## src/rtl/mips_multicycle_ctrl_if.sv

```systemverilog
// ---------------------------------------------------------------------------
// mips_multicycle_ctrl_if
// Bundles the signals between the multicycle MIPS controller and its datapath.
//   Datapath -> controller : op, funct (from IR), zero, avsb (ALU flags),
//                            memready (memory completes the access this cycle)
//   Controller -> datapath : mux selects, write enables, alucontrol,
//                            retire pulse and halt status
// Modports:
//   master : the controller (drives the control word)
//   slave  : the datapath (drives opcode, flags and memready)
// ---------------------------------------------------------------------------
interface mips_multicycle_ctrl_if;
  logic [5:0] op;
  logic [5:0] funct;
  logic       zero;
  logic       avsb;
  logic       memready;

  logic       iord;
  logic       memwrite;
  logic       irwrite;
  logic       pcen;
  logic       regwrite;
  logic       regdst;
  logic [1:0] memtoreg;
  logic       alusrca;
  logic [1:0] alusrcb;
  logic       immzero;
  logic [1:0] pcsrc;
  logic [2:0] alucontrol;
  logic       retire;
  logic       halt;

  modport master (
    input  op, funct, zero, avsb, memready,
    output iord, memwrite, irwrite, pcen, regwrite, regdst, memtoreg,
           alusrca, alusrcb, immzero, pcsrc, alucontrol, retire, halt
  );

  modport slave (
    output op, funct, zero, avsb, memready,
    input  iord, memwrite, irwrite, pcen, regwrite, regdst, memtoreg,
           alusrca, alusrcb, immzero, pcsrc, alucontrol, retire, halt
  );
endinterface

```

## src/rtl/mips_multicycle_ctrl.sv

```systemverilog
// ---------------------------------------------------------------------------
// mips_multicycle_ctrl
// Moore FSM that sequences a multicycle MIPS datapath (shared memory, single
// ALU, IR/A/B/ALUOut/Data holding registers). Supports R-type add/sub/and/or/
// slt/srl, jr, lw, lh, lhu, sw, beq, bgtz, addi, andi, xori and j. Memory
// states wait on memready; a watchdog traps a memory access that never ends.
// Ports:
//   clk   : rising-edge clock
//   reset : synchronous, active-low reset
//   bus   : controller side of mips_multicycle_ctrl_if (see interface file)
// Parameters:
//   TIMEOUT : max cycles a memory state may wait (0 disables the watchdog)
//   CNT_W   : width of the wait counter, must hold TIMEOUT
// ---------------------------------------------------------------------------
module mips_multicycle_ctrl #(
  parameter int TIMEOUT = 16,
  parameter int CNT_W   = 5
) (
  input  logic                  clk,
  input  logic                  reset,
  mips_multicycle_ctrl_if.master bus
);

  typedef enum logic [3:0] {
    FETCH, DECODE, MEMADR, MEMRD, MEMWB, MEMWR, EXEC, ALUWB,
    BEQ, BGTZ, IMMEX, IMMWB, JUMP, JR, TRAP
  } state_t;

  localparam logic [5:0] OP_RTYPE = 6'b000000;
  localparam logic [5:0] OP_LW    = 6'b100011;
  localparam logic [5:0] OP_LH    = 6'b100001;
  localparam logic [5:0] OP_LHU   = 6'b100101;
  localparam logic [5:0] OP_SW    = 6'b101011;
  localparam logic [5:0] OP_BEQ   = 6'b000100;
  localparam logic [5:0] OP_BGTZ  = 6'b000111;
  localparam logic [5:0] OP_ADDI  = 6'b001000;
  localparam logic [5:0] OP_ANDI  = 6'b001100;
  localparam logic [5:0] OP_XORI  = 6'b001110;
  localparam logic [5:0] OP_J     = 6'b000010;

  localparam logic [5:0] F_ADD = 6'b100000;
  localparam logic [5:0] F_SUB = 6'b100010;
  localparam logic [5:0] F_AND = 6'b100100;
  localparam logic [5:0] F_OR  = 6'b100101;
  localparam logic [5:0] F_SLT = 6'b101010;
  localparam logic [5:0] F_SRL = 6'b000010;
  localparam logic [5:0] F_JR  = 6'b001000;

  localparam logic [2:0] ALU_ADD = 3'b010;
  localparam logic [2:0] ALU_SUB = 3'b110;
  localparam logic [2:0] ALU_AND = 3'b000;
  localparam logic [2:0] ALU_OR  = 3'b001;
  localparam logic [2:0] ALU_SLT = 3'b111;
  localparam logic [2:0] ALU_XOR = 3'b101;
  localparam logic [2:0] ALU_SRL = 3'b011;

  localparam bit             WD_ON = (TIMEOUT != 0);
  localparam logic [CNT_W-1:0] LIMIT = CNT_W'(TIMEOUT - 1);

  state_t           state, state_next;
  logic [CNT_W-1:0] cnt;
  logic             expire;
  logic             funct_ok;
  logic [2:0]       funct_alu;

  logic       iord_s, memwrite_s, irwrite_s, pcen_s, regwrite_s, regdst_s;
  logic [1:0] memtoreg_s, alusrcb_s, pcsrc_s;
  logic       alusrca_s, immzero_s, retire_s;
  logic [2:0] alucontrol_s;

  // Watchdog fires in the limit cycle of a stalled memory state; memready in
  // that same cycle still wins and completes the access normally.
  assign expire = WD_ON && !bus.memready && (cnt == LIMIT);

  // The wait counter restarts whenever the state changes, so it measures the
  // number of stalled cycles spent in the current memory state.
  always_ff @(posedge clk) begin
    if (!reset) begin
      state <= FETCH;
      cnt   <= '0;
    end else begin
      state <= state_next;
      if (state_next != state)
        cnt <= '0;
      else if (!bus.memready)
        cnt <= cnt + CNT_W'(1);
    end
  end

  // R-type funct decode, shared by DECODE (legality) and EXEC (ALU op).
  always_comb begin
    funct_ok  = 1'b1;
    funct_alu = ALU_ADD;
    case (bus.funct)
      F_ADD:   funct_alu = ALU_ADD;
      F_SUB:   funct_alu = ALU_SUB;
      F_AND:   funct_alu = ALU_AND;
      F_OR:    funct_alu = ALU_OR;
      F_SLT:   funct_alu = ALU_SLT;
      F_SRL:   funct_alu = ALU_SRL;
      default: funct_ok  = 1'b0;
    endcase
  end

  always_comb begin
    state_next = state;
    case (state)
      FETCH: begin
        if (bus.memready)  state_next = DECODE;
        else if (expire)   state_next = TRAP;
      end
      DECODE: begin
        case (bus.op)
          OP_RTYPE: begin
            if (bus.funct == F_JR) state_next = JR;
            else if (funct_ok)     state_next = EXEC;
            else                   state_next = TRAP;
          end
          OP_LW, OP_LH, OP_LHU, OP_SW: state_next = MEMADR;
          OP_BEQ:                      state_next = BEQ;
          OP_BGTZ:                     state_next = BGTZ;
          OP_ADDI, OP_ANDI, OP_XORI:   state_next = IMMEX;
          OP_J:                        state_next = JUMP;
          default:                     state_next = TRAP;
        endcase
      end
      MEMADR: state_next = (bus.op == OP_SW) ? MEMWR : MEMRD;
      MEMRD: begin
        if (bus.memready)  state_next = MEMWB;
        else if (expire)   state_next = TRAP;
      end
      MEMWR: begin
        if (bus.memready)  state_next = FETCH;
        else if (expire)   state_next = TRAP;
      end
      EXEC:   state_next = ALUWB;
      IMMEX:  state_next = IMMWB;
      MEMWB, ALUWB, BEQ, BGTZ, IMMWB, JUMP, JR: state_next = FETCH;
      TRAP:   state_next = TRAP;
      default: state_next = TRAP;
    endcase
  end

  // Control word per state. In FETCH/MEMWR the enables follow memready, so a
  // stalled or timed-out cycle never commits anything.
  always_comb begin
    iord_s       = 1'b0;
    memwrite_s   = 1'b0;
    irwrite_s    = 1'b0;
    pcen_s       = 1'b0;
    regwrite_s   = 1'b0;
    regdst_s     = 1'b0;
    memtoreg_s   = 2'b00;
    alusrca_s    = 1'b0;
    alusrcb_s    = 2'b00;
    immzero_s    = 1'b0;
    pcsrc_s      = 2'b00;
    alucontrol_s = ALU_ADD;
    retire_s     = 1'b0;
    case (state)
      FETCH: begin
        alusrcb_s = 2'b01;
        irwrite_s = bus.memready;
        pcen_s    = bus.memready;
      end
      DECODE: alusrcb_s = 2'b11;
      MEMADR: begin
        alusrca_s = 1'b1;
        alusrcb_s = 2'b10;
      end
      MEMRD: iord_s = 1'b1;
      MEMWB: begin
        regwrite_s = 1'b1;
        retire_s   = 1'b1;
        case (bus.op)
          OP_LH:   memtoreg_s = 2'b10;
          OP_LHU:  memtoreg_s = 2'b11;
          default: memtoreg_s = 2'b01;
        endcase
      end
      MEMWR: begin
        iord_s     = 1'b1;
        memwrite_s = 1'b1;
        retire_s   = bus.memready;
      end
      EXEC: begin
        alusrca_s    = 1'b1;
        alucontrol_s = funct_alu;
      end
      ALUWB: begin
        regwrite_s = 1'b1;
        regdst_s   = 1'b1;
        retire_s   = 1'b1;
      end
      BEQ, BGTZ: begin
        alusrca_s    = 1'b1;
        alucontrol_s = ALU_SUB;
        pcsrc_s      = 2'b01;
        pcen_s       = (state == BEQ) ? bus.zero : bus.avsb;
        retire_s     = 1'b1;
      end
      IMMEX: begin
        alusrca_s = 1'b1;
        alusrcb_s = 2'b10;
        case (bus.op)
          OP_ANDI: begin
            alucontrol_s = ALU_AND;
            immzero_s    = 1'b1;
          end
          OP_XORI: begin
            alucontrol_s = ALU_XOR;
            immzero_s    = 1'b1;
          end
          default: alucontrol_s = ALU_ADD;
        endcase
      end
      IMMWB: begin
        regwrite_s = 1'b1;
        retire_s   = 1'b1;
      end
      JUMP: begin
        pcsrc_s  = 2'b10;
        pcen_s   = 1'b1;
        retire_s = 1'b1;
      end
      JR: begin
        pcsrc_s  = 2'b11;
        pcen_s   = 1'b1;
        retire_s = 1'b1;
      end
      default: ;
    endcase
  end

  // Architectural enables are masked while reset is held so an aborted
  // instruction cannot commit anything in the reset cycle.
  assign bus.iord       = iord_s;
  assign bus.memwrite   = memwrite_s & reset;
  assign bus.irwrite    = irwrite_s  & reset;
  assign bus.pcen       = pcen_s     & reset;
  assign bus.regwrite   = regwrite_s & reset;
  assign bus.regdst     = regdst_s;
  assign bus.memtoreg   = memtoreg_s;
  assign bus.alusrca    = alusrca_s;
  assign bus.alusrcb    = alusrcb_s;
  assign bus.immzero    = immzero_s;
  assign bus.pcsrc      = pcsrc_s;
  assign bus.alucontrol = alucontrol_s;
  assign bus.retire     = retire_s   & reset;
  assign bus.halt       = (state == TRAP);

endmodule

```

## src/flat_wrapper.sv

```systemverilog
// flat-port wrapper written by rule: the top's interface ports become plain ports
module mips_multicycle_ctrl_flat 
#(
  parameter int TIMEOUT = 16,
  parameter int CNT_W   = 5
)
  (clk, reset, bus_op, bus_funct, bus_zero, bus_avsb, bus_memready, bus_iord, bus_memwrite, bus_irwrite, bus_pcen, bus_regwrite, bus_regdst, bus_memtoreg, bus_alusrca, bus_alusrcb, bus_immzero, bus_pcsrc, bus_alucontrol, bus_retire, bus_halt);
  mips_multicycle_ctrl_if bus_i ();
  input  logic clk;
  input  logic reset;
  input wire logic [$bits(bus_i.op)-1:0] bus_op;
  input wire logic [$bits(bus_i.funct)-1:0] bus_funct;
  input wire logic [$bits(bus_i.zero)-1:0] bus_zero;
  input wire logic [$bits(bus_i.avsb)-1:0] bus_avsb;
  input wire logic [$bits(bus_i.memready)-1:0] bus_memready;
  output wire logic [$bits(bus_i.iord)-1:0] bus_iord;
  output wire logic [$bits(bus_i.memwrite)-1:0] bus_memwrite;
  output wire logic [$bits(bus_i.irwrite)-1:0] bus_irwrite;
  output wire logic [$bits(bus_i.pcen)-1:0] bus_pcen;
  output wire logic [$bits(bus_i.regwrite)-1:0] bus_regwrite;
  output wire logic [$bits(bus_i.regdst)-1:0] bus_regdst;
  output wire logic [$bits(bus_i.memtoreg)-1:0] bus_memtoreg;
  output wire logic [$bits(bus_i.alusrca)-1:0] bus_alusrca;
  output wire logic [$bits(bus_i.alusrcb)-1:0] bus_alusrcb;
  output wire logic [$bits(bus_i.immzero)-1:0] bus_immzero;
  output wire logic [$bits(bus_i.pcsrc)-1:0] bus_pcsrc;
  output wire logic [$bits(bus_i.alucontrol)-1:0] bus_alucontrol;
  output wire logic [$bits(bus_i.retire)-1:0] bus_retire;
  output wire logic [$bits(bus_i.halt)-1:0] bus_halt;
  assign bus_i.op = bus_op;
  assign bus_i.funct = bus_funct;
  assign bus_i.zero = bus_zero;
  assign bus_i.avsb = bus_avsb;
  assign bus_i.memready = bus_memready;
  assign bus_iord = bus_i.iord;
  assign bus_memwrite = bus_i.memwrite;
  assign bus_irwrite = bus_i.irwrite;
  assign bus_pcen = bus_i.pcen;
  assign bus_regwrite = bus_i.regwrite;
  assign bus_regdst = bus_i.regdst;
  assign bus_memtoreg = bus_i.memtoreg;
  assign bus_alusrca = bus_i.alusrca;
  assign bus_alusrcb = bus_i.alusrcb;
  assign bus_immzero = bus_i.immzero;
  assign bus_pcsrc = bus_i.pcsrc;
  assign bus_alucontrol = bus_i.alucontrol;
  assign bus_retire = bus_i.retire;
  assign bus_halt = bus_i.halt;
  mips_multicycle_ctrl #(.TIMEOUT(TIMEOUT), .CNT_W(CNT_W)) u_core (.clk(clk), .reset(reset), .bus(bus_i));
endmodule
```

## config.mk

```make
export PLATFORM = sky130hd
export DESIGN_NAME = mips_multicycle_ctrl_flat
export DESIGN_NICKNAME = d
export VERILOG_FILES = /design/src/rtl/mips_multicycle_ctrl_if.sv /design/src/rtl/mips_multicycle_ctrl.sv /design/src/flat_wrapper.sv
export SDC_FILE = /design/constraint.sdc
export NUM_CORES = 1
export LEC_CHECK = 0
export CAP_MARGIN = 10
export CORE_MARGIN = 5
export CORE_UTILIZATION = 47
export DETAILED_ROUTE_END_ITERATION = 6
export GPL_ROUTABILITY_DRIVEN = 0
export MAX_ROUTING_LAYER = met4
export PLACE_DENSITY = 0.8
export RECOVER_POWER = 50
export SYNTH_ARGS = -nofsm -noshare
export SYNTH_HDL_FRONTEND = slang
export SYNTH_SLANG_ARGS = --single-unit
```

## constraint.sdc

```tcl
create_clock -name clk -period 3.55 [get_ports clk]
set_input_delay 1.065 -clock clk [delete_from_list [all_inputs] [get_ports clk]]
set_output_delay 1.065 -clock clk [all_outputs]
set_load 0.05 [all_outputs]
```

==> Word level (Yosys, flattened, before mapping) <==
Cells that the tools add are included.
{ "op_classes": {"add_sub_neg": 1, "eq_ne": 33, "mux": 28, "bitwise_logic": 6, "reduce_logical": 16} }
{ "ops": {"columns": ["cell", "n"], "rows": [
  ["6-bit == test, second input constant", 9],
  ["4-bit one-hot mux with 8 select lines", 1],
  ["4-bit == test, second input constant", 7],
  ["6-bit by 4-bit == test with 1-bit output, second input constant", 4],
  ["4-bit 2-to-1 mux", 6],
  ["4-bit one-hot mux with 6 select lines", 1],
  ["4-bit by 3-bit == test with 1-bit output, second input constant", 4],
  ["3-bit one-hot mux with 5 select lines", 1],
  ["6-bit by 2-bit == test with 1-bit output, second input constant", 2],
  ["6-bit by 3-bit == test with 1-bit output, second input constant", 2],
  ["2-bit one-hot mux with 3 select lines", 2],
  ["2-bit OR reduction", 6],
  ["1-bit 2-to-1 mux", 10],
  ["3-bit one-hot mux with 3 select lines", 1],
  ["4-bit by 2-bit == test with 1-bit output, second input constant", 2],
  ["7-bit OR reduction", 1],
  ["6-bit zero test", 1],
  ["3-bit one-hot mux with 2 select lines", 1],
  ["3-bit OR reduction", 2],
  ["6-bit OR reduction", 1],
  ["5-bit by 1-bit adder with 5-bit output, second input constant", 1],
  ["1-bit AND", 5],
  ["5-bit by 4-bit == test with 1-bit output, second input constant", 1],
  ["5-bit OR reduction", 1],
  ["12 further kinds", 12]
]} }
{ "totals": {"ff_bits": 9, "in_bits": 17, "elab_cells": 86} }

==> Longest topological paths before layout <==
Gate-level depths: netlist of the first run.
{ "depth": {"word_depth": 9, "depth_mapped": 9, "depth_no_buf": 9} }

==> Worst setup path before layout of the first run <==
No wires, ideal clock.
{ "synth_path": {"kind": "input to output", "startpoint": "input bus_op[1]", "endpoint": "output bus_memtoreg[1]", "arrival_ps": 3171, "required_time_ps": 2485, "path_slack_ps": -686, "path_stages": 4, "path_buffers": 1, "cell_sequence": "buf_2 nor3b_1 nand2_1 nor4_1"} }
{ "synth_via": {"elab_chain_cells": 3, "word_cells_on_any_way": 4, "cone_classes": "eq/ne: 2; mux: 2"} }
{ "synth_lines": {"columns": ["element", "line", "source"], "rows": [
  ["start, declared", "flat_wrapper.sv:11", "input wire logic [$bits(bus_i.op)-1:0] bus_op;"],
  ["6-bit == test", "mips_multicycle_ctrl.sv:175", "case (bus.op)"],
  ["2-bit one-hot mux with 2 select lines *", "mips_multicycle_ctrl.sv:175", null],
  ["2-bit 2-to-1 mux *", "mips_multicycle_ctrl.sv:160", "case (state)"],
  ["end, declared", "flat_wrapper.sv:22", "output wire logic [$bits(bus_i.memtoreg)-1:0] bus_memtoreg;"]
]} }
Mark *: on every way between the ends. The rest lies on a longest branch, timed or not.

==> Worst setup path after layout of the first run <==
{ "layout_path": {"startpoint": "input bus_funct[3]", "endpoint": "output bus_alucontrol[0]"} }
{ "layout_via": {"elab_chain_cells": 3, "word_cells_on_any_way": 7, "cone_classes": "eq/ne: 5; mux: 2"} }
{ "layout_lines": {"columns": ["element", "line", "source"], "rows": [
  ["start, declared", "flat_wrapper.sv:12", "input wire logic [$bits(bus_i.funct)-1:0] bus_funct;"],
  ["6-bit by 2-bit == test with 1-bit output / 6-bit == test (equally long branches)", "mips_multicycle_ctrl.sv:94", "case (bus.funct)"],
  ["3-bit one-hot mux with 5 select lines *", "mips_multicycle_ctrl.sv:94", null],
  ["3-bit one-hot mux with 3 select lines *", "mips_multicycle_ctrl.sv:160", null],
  ["end, declared", "flat_wrapper.sv:27", "output wire logic [$bits(bus_i.alucontrol)-1:0] bus_alucontrol;"]
]} }
Marked as above.

==> qor.txt, run 1 <==
Hold Crit Endpoint = u_core.cnt[0]
Core footprint = 2450 um^2
Max-slew headroom = 0.561
Startpoint Class = primary input
Compound-Gate Fraction of Synth Area = 0.262
DR WL/cell = 17.0 um
Clk pwr share = 0.071
Final min period = 3.50 ns
Post-Synth XOR/XNOR Area = 0.0510
Hold Vio Cnt, Final = 0
Total Routed Length = 4.30 mm
Top_reg_cell synth = dfxtp_1
EDFF count, synth = 0
Fin worst setup slack = 0.0470 ns
Die width = 60.6 um
# DRC = 0
Switching Power = 622 uW
Tightest Pin Transition = 0.658 ns
CTS Sinks = 9
Die Span Y = 60.6 um
Htree depth = 1
Antenna Nets Post-Route = 0
DIE AREA = 3670 um^2
Final setup viols = 0
Critical path class = primary input to output port
Commonest non-fill, non-tap cells in the layout = buf_4, nand2_1, nor2_1, a21oi_1, clkdlybuf4s50_1
CTS Buffer Depth = 2
Number of buffers created by CTS = 3
Via Count = 1,585
Hold buffer count at CTS = 0
Clk root buf = clkbuf_4
Post-synthesis simple-gate area fraction = 0.406
Pwr per Cell Area = 589 nW/um^2
CP max FO = 2
Initial antenna violation count = 0
Syn. warnings = 0
GR Overflow Total = 0
Hold Path Class = register to register
Max-slew violations = 0
Reg-to-Reg Start = u_core.cnt[0]
Global-route usage over all layers = 0.260
Vias per cell = 6.26
Req. time, crit path = 2.48 ns
Post-synthesis sequential area ratio = 0.150
Post-synthesis net count = 191
RSZ-0062 raised after global routing = true
Starting DRT DRC Count = 81
Fmax = 285 MHz
Commonest non-fill, non-tap cell in the layout = buf_4
Fin crit share = 0.987
HPWL Detailed = 3.18 mm
Ys async rst share = 0
VDD IR max = 0.693 mV
Starting Density = 0.490
ANT cells = 0
Pint = 488 uW
Largest family of logic cells by synthesized area = simple AND/OR/NAND/NOR gates
Vias in the first global route = 1,567
HP Start = u_core.cnt[0]
Area Growth Syn to Fin = 56.7%
Flop pwr share = 0.163
R2R depth = 9
Total negative setup slack = 0 ns
Adder-Cell Fraction of Synth Area = 0.0208
Cells after synthesis = 172
Worst-Skew Late Latency = 0.26 ns
Worst-path clk slew = 0.06 ns
Status = completed
Worst hold stages = 2
NumNets Final = 243
Layout cell share with drive strength beyond 1 = 0.260
Reg-to-reg endpoint = u_core.cnt[0]
P_leak = 0.000775 uW
Global-route wire length before repair = 7.13 mm
FP Rows = 18
Distinct cells, synth = 50
Max Cap Viol = 0
Post-Synthesis Cell Area = 1200 um^2
Setup crit end kind = output port
Critical path origin = bus_funct[3]
Sw frac = 0.561
Reg2Reg Setup Slack = 0.96 ns
DRT Pass-1 Iters = 5
Setup Slack @ Placement = -0.430 ns
TritonCTS clock tree = done
Ports = 36
Seq cells post-synth = 9
Worst Skew = 0.000955 ns
IO Port Bufs = 35
Arr. time, crit path = 2.44 ns
Finished Core Util = 0.768
Logic gate share of total power = 0.767
Largest net degree at the start of global routing = 19
Post-synthesis mux area share = 0.0354
Synth Area per Inst = 6.99 um^2
[per-layer routing]
layer,vias to the layer above,track usage,part of all wire
li1,737,-,-
met1,706,0.294,0.37
met2,113,0.446,0.49
met3,29,0.0383,0.094
met4,0,0.121,0.046
met5,-,-,0
[worst max path at each step]
stage / slack, ns / endpoint / cells past startpoint
global placement: -0.30 / bus_alucontrol[1] / 6
detailed placement: -0.43 / bus_alucontrol[1] / 6
floorplan: -0.11 / bus_memtoreg[1] / 4
CTS: -0.04 / bus_alucontrol[0] / 8
global route: -0.04 / bus_alucontrol[0] / 9
finish: 0.05 / bus_alucontrol[0] / 9
[cells by family (layout without fill, tap and decap cells)]
family,after synthesis,in the layout
buf+inv,20,71
flops,9,9
simple gates,89,89
mux,4,4
xor+xnor,7,7
fa+ha+maj,2,2
compound gates,41,41
[power groups by stage]
stage               combinational [uW]  sequential (uW)  clock (uW)
global route                       908              183        83.8
CTS                                842              175        79.7
global placement                   813              174           0
floorplan                          591              136           0
detailed placement                 832              178           0
finish                             852              181        78.4
[state kept, by name (all words and copies together), names as in the netlist]
register      cells
u_core.state      4
u_core.cnt        5
[synthesized netlist by cell type, drive strengths merged, types with 5 or more instances]
library cell	n	share of area
and3	5	0.026
nor4	10	0.052
nand2	19	0.059
a21oi	15	0.062
nor3	7	0.029
buf	10	0.043
inv	6	0.019
nor2	16	0.050
dfxtp	9	0.15
and2	5	0.026
xnor2	5	0.036
nor2b	5	0.026
o21ai	5	0.021
[what timing repair did]
action	in CTS	in global routing
setup buffers	3	0
setup endpoints to repair	4	5
gates resized for setup	13	11
pin swaps	6	8
gates cloned	0	0
[through the flow]
stage / cell area (um^2) / power (uW) / cells / hold slack (ns)
global route: 1880 / 1170 / 253 / 0.616
CTS: 1870 / 1100 / 253 / 0.567
finish: 1880 / 1110 / 253 / 0.573
detailed placement: 1800 / 1010 / 246 / 0.558
global placement: 1800 / 987 / 246 / 0.539
floorplan: 1220 / 727 / 172 / 0.523
[layout make-up]
class | instances | area (um^2)
Multi-Input combinational cell | 143 | 992
Timing Repair Buffer | 61 | 626
Fill cell | 175 | 571
Sequential cell | 9 | 180
Tap cell | 30 | 37.5
Clock buffer | 4 | 26.3
Inverter | 6 | 22.5
[worst max-delay path: stages]
cell and delay [ns]:
clkbuf_2 0.10, or3b_4 0.42, nor3b_4 0.22, buf_4 0.14
a21oi_1 0.06, nor2_1 0.08, a21oi_1 0.06, nor2_2 0.15
buf_12 0.15
Note: power is estimated with default switching activity, not from simulation.
==> run 2: changes to the inputs <==
Settings changed: MAX_ROUTING_LAYER met4 to not set, TNS_END_PERCENT set to 5.
==> qor.txt, run 2 (same netlist as run 1, synthesis figures left out) <==
Status = completed
CTS Sinks = 9
Clk root buf = clkbuf_4
Max Cap Viol = 0
Worst path max stage delay = 0.57 ns
Largest net degree at the start of global routing = 18
Worst Skew = 0.00917 ns
ANT cells = 0
Global-route usage over all layers = 0.236
Die width = 60.6 um
Startpoint Class = primary input
VDD IR max = 0.657 mV
Layout cell share with drive strength beyond 1 = 0.256
Max reg flops = 5
Hold Vio Cnt, Final = 0
Setup Slack @ Placement = -0.358 ns
# DRC = 0
Critical path class = primary input to output port
Hold buffer count at CTS = 0
Delay-heaviest family, CP = buffers and inverters
Register area = 180 um^2
Critical path's slowest cell = dlygate4sd3_1
TritonCTS clock tree = done
Arr. time, crit path = 2.44 ns
Worst-path clk slew = 0.06 ns
Max-slew headroom = 0.576
HPWL Detailed = 3.06 mm
Vias in the first global route = 1,537
Fmax = 285 MHz
Hold Path Class = register to register
Starting Density = 0.490
Commonest non-fill, non-tap cell in the layout = buf_4
Finished Core Util = 0.755
# fillers = 196
Antenna Nets Post-Route = 0
Fin worst setup slack = 0.0444 ns
P_leak = 0.000772 uW
FP Rows = 18
Vias per cell = 6.11
Final setup viols = 0
Initial antenna violation count = 0
Worst-Skew Late Latency = 0.27 ns
Reg2Reg Setup Slack = 1.02 ns
Ports = 36
GR Overflow Total = 0
Total power draw = 1070 uW
Global-route wire length before repair = 6.76 mm
Commonest non-fill, non-tap cells in the layout = buf_4, nand2_1, nor2_1
Req. time, crit path = 2.48 ns
Die Span Y = 60.6 um
Area of the multi-input gates = 971 um^2
CTS Buffer Depth = 2
Number of buffers created by CTS = 3
Most flop-heavy register = u_core.cnt
Area Growth Syn to Fin = 54.2%
Starting DRT DRC Count = 78
Final min period = 3.51 ns
Htree depth = 1
Via Count = 1,545
Max-slew violations = 0
DR WL/cell = 16.0 um
Pwr per Cell Area = 579 nW/um^2
DRT Pass-1 Iters = 4
Setup crit end kind = output port
NumNets Final = 243
Fin crit share = 0.987
Total Routed Length = 4.06 mm
Largest registers = u_core.cnt x5, u_core.state x4
Critical-path cell list = dlygate4sd3_1 > nor3b_2 > nand2_2 > nor2_1 > nor4_2 > buf_4
Bufs and invs on worst path = 2
Tightest Pin Transition = 0.620 ns
Core footprint = 2450 um^2
CP max FO = 2
DIE AREA = 3670 um^2
IO Port Bufs = 35
[run 2: changes by cell type in the layout (fill, tap and decap cells not counted), sizes merged]
| cell | before | now |
|---|---|---|
| clkdlybuf4s50 | 14 | 8 |
| clkbuf | 7 | 10 |
| dlygate4sd3 | 0 | 3 |
| buf | 37 | 36 |
| dlygate4sd2 | 3 | 4 |
[run 2: worst reg2reg max path, delay by kind of cell, from the launching register on]
family                     cells  cell delay, ns
DFF                            1            0.38
adders and majority gates      2            0.46
AOI/OAI and AO/OA              3            0.53
xor gates and xnor gates       1            0.20
and+or+nand+nor                3            0.87
[run 2: worst paths after layout]
kind | start | endpoint | cells after the start
hold / removal | u_core.cnt[2] | u_core.cnt[2] | 2
hold reg to reg | u_core.cnt[2] | u_core.cnt[2] | 2
setup reg to reg | u_core.cnt[0] | u_core.cnt[1] | 9
setup / recovery | bus_op[1] | bus_memtoreg[0] | 6
[run 2: area by class of cell]
type	count	area share
sequential	9	0.0972
clock buffer	4	0.0142
timing repair buffer	61	0.333
multi-input combinational	143	0.524
inverter	6	0.0121
tap	30	0.0202
[run 2: per-layer routing]
metal / global-route usage / part of all wire
met4: 0.0774 / 0.023
met5: 0 / 0
met3: 0.0681 / 0.088
met1: 0.274 / 0.39
met2: 0.415 / 0.50
[run 2: through the flow]
| stage | TNS [ns] | cells | area [um^2] | hold slack [ns] |
|---|---|---|---|---|
| 3_3_place_gp | -0.564 | 247 | 1800 | 0.539 |
| 5_1_grt | -0.00512 | 253 | 1850 | 0.616 |
| 2_1_floorplan | -0.353 | 172 | 1210 | 0.523 |
| 4_1_cts | -0.0352 | 252 | 1870 | 0.560 |
| 6_report | 0 | 253 | 1850 | 0.560 |
| 3_5_place_dp | -0.829 | 247 | 1800 | 0.551 |
[run 2: report_power, final]
| group | switching, uW | total (uW) | internal [uW] | leakage (uW) |
|---|---|---|---|---|
| registers | 54.2 | 179 | 125 | 0.0000732 |
| clock network | 38.8 | 82.2 | 43.4 | 0.0000150 |
| logic | 516 | 812 | 295 | 0.000684 |
[run 2: timing repair]
action	CTS	global route
gates resized for setup	19	10
pin swaps	6	8
endpoints found under the hold margin	0	0
buffers inserted	1	1
setup endpoints to repair	4	5
==> run 3: changes to the inputs <==
Settings changed: ABC_CLOCK_PERIOD_IN_PS set to 3550, GPL_TIMING_DRIVEN set to 0.
==> qor.txt, run 3 (same netlist as run 1, synthesis figures left out) <==
Post-place instance area = 1580 um^2
Fmax = 281 MHz
Fin worst setup slack = -0.0115 ns
Die Span Y = 60.6 um
Max-slew headroom = 0.537
Hold Path Class = register to register
HPWL Detailed = 2.75 mm
CTS Sinks = 9
Status = complete, but fails checks
Commonest non-fill, non-tap cells in the layout = nand2_1, nor2_1, a21oi_1
R2R depth = 9
Max-slew violations = 0
DIE AREA = 3670 um^2
Stages on the worst setup path = 6
Layout cell share with drive strength beyond 1 = 0.195
Most flop-heavy register = u_core.cnt
Clk root buf = clkbuf_4
DR WL/cell = 15.8 um
Number of buffers created by CTS = 3
ANT cells = 0
Pwr per Cell Area = 617 nW/um^2
Reg2Reg Setup Slack = 0.95 ns
Starting DRT DRC Count = 101
Critical path class = primary input to output port
CTS Buffer Depth = 2
Worst-path clk slew = 0.06 ns
Min Hold Slack = 0.567 ns
Core footprint = 2450 um^2
FP Rows = 18
TritonCTS clock tree = done
# DRC = 0
Worst path max stage delay = 0.42 ns
Setup crit end kind = output port
Arr. time, crit path = 2.50 ns
Htree depth = 1
Failing checks = setup timing
NumNets Final = 230
Fin crit share = 1.00
RSZ-0062 raised after global routing = true
Reg-to-Reg Start = u_core.cnt[0]
Max reg flops = 5
Starting Density = 0.490
DRT Pass-1 Iters = 4
Hold buffer count at CTS = 0
Critical-path cell list = clkdlybuf4s15_2 > or3b_4 > nor3b_4 > a21oi_1 > or3_1 > buf_6
IO Port Bufs = 33
CP max FO = 3
Critical path origin = bus_funct[3]
Startpoint Class = primary input
Commonest non-fill, non-tap cell in the layout = nand2_1
Area Growth Syn to Fin = 38.2%
Hold Vio Cnt, Final = 0
Largest net degree at the start of global routing = 14
Post-route design area = 1660 um^2
Vias in the first global route = 1,403
CP Capture Point = bus_alucontrol[1]
GR Overflow Total = 0
Global-route wire length before repair = 6.12 mm
Final setup viols = 1
P_leak = 0.000697 uW
Tightest Pin Transition = 0.677 ns
VDD IR max = 0.629 mV
Reg-to-reg endpoint = u_core.cnt[2]
Total Routed Length = 3.80 mm
Critical path's slowest cell = or3b_4
Max Cap Viol = 0
Global-route usage over all layers = 0.209
Req. time, crit path = 2.48 ns
Via Count = 1,472
Largest registers = u_core.cnt x5, u_core.state x4
Ports = 36
Final min period = 3.56 ns
Worst-Skew Late Latency = 0.27 ns
Antenna Nets Post-Route = 0
Vias per cell = 6.13
Bufs and invs on worst path = 2
Worst Skew = 0.00788 ns
Initial antenna violation count = 0
Die width = 60.6 um
Delay-heaviest family, CP = simple AND/OR/NAND/NOR gates
==> run 3: changes by cell type in the layout (fill, tap and decap cells not counted), moves of 2 or more <==
cell / before / now
buf_1: 0 / 2
buf_12: 8 / 0
buf_2: 0 / 4
buf_4: 27 / 7
buf_6: 1 / 4
clkdlybuf4s15_1: 0 / 2
clkdlybuf4s15_2: 0 / 5
dlygate4sd3_1: 3 / 1
==> run 3: repair_timing <==
action | in CTS | in global routing
gates cloned | 0 | 0
pin swaps | 6 | 4
buffers inserted | 2 | 1
resized for setup | 72 | 17
endpoints found under the setup margin | 11 | 12
hold endpoints to repair | 0 | 0
==> run 3: worst min-delay path by stage <==
stage	from	to	slack [ns]	cells after the start
after CTS	u_core.cnt[3]	u_core.cnt[3]	0.57	2
after floorplan	u_core.cnt[1]	u_core.cnt[1]	0.52	2
after global placement	u_core.cnt[1]	u_core.cnt[1]	0.54	2
after detailed placement	u_core.cnt[2]	u_core.cnt[2]	0.55	2
after global routing	u_core.cnt[1]	u_core.cnt[1]	0.60	2
final	u_core.cnt[1]	u_core.cnt[1]	0.57	2
==> run 3: through the flow <==
stage | utilization | setup TNS (ns) | total power [uW] | setup WS (ns) | cells
4_1_cts | 0.672 | -0.0212 | 1020 | -0.0212 | 239
2_1_floorplan | - | -0.353 | 723 | -0.160 | 172
6_report | 0.677 | -0.0115 | 1030 | -0.0115 | 240
3_3_place_gp | 0.645 | -8.05 | 934 | -1.05 | 235
3_5_place_dp | 0.645 | -8.31 | 940 | -1.14 | 235
5_1_grt | 0.677 | -0.143 | 1090 | -0.0600 | 240
==> run 3: report_power, final <==
part / internal (uW) / total (uW) / switching, uW / leakage (uW)
sequential: 124 / 137 / 12.4 / 0.0000732
clock: 43.5 / 83.2 / 39.8 / 0.0000150
combinational: 263 / 806 / 543 / 0.000609
total: 431 / 1030 / 595 / 0.000697
==> run 3: routing by layer <==
layer | up-vias | wire [um] | track usage
met5 | - | 0 | 0
met2 | 78 | 1860 | 0.354
met4 | 0 | 44 | 0.0402
li1 | 714 | - | -
met1 | 674 | 1620 | 0.282
met3 | 6 | 281 | 0.0319
==> run 3: worst register-to-register path: stages, from the launching register on <==
cell	delay (ns)
dfxtp_1	0.37
ha_1	0.18
and3_1	0.16
ha_1	0.22
or3b_1	0.39
a2111oi_2	0.39
a31oi_1	0.08
o211ai_1	0.18
xnor2_1	0.21
nor4_1	0.33
==> run 3: area by class of cell <==
type	count	area, um^2
buffer	12	70.1
multi-input combinational	143	978
timing repair buffer	36	347
inverter	6	22.5
tap	30	37.5
fill	234	793
sequential	9	180
clock buffer	4	26.3
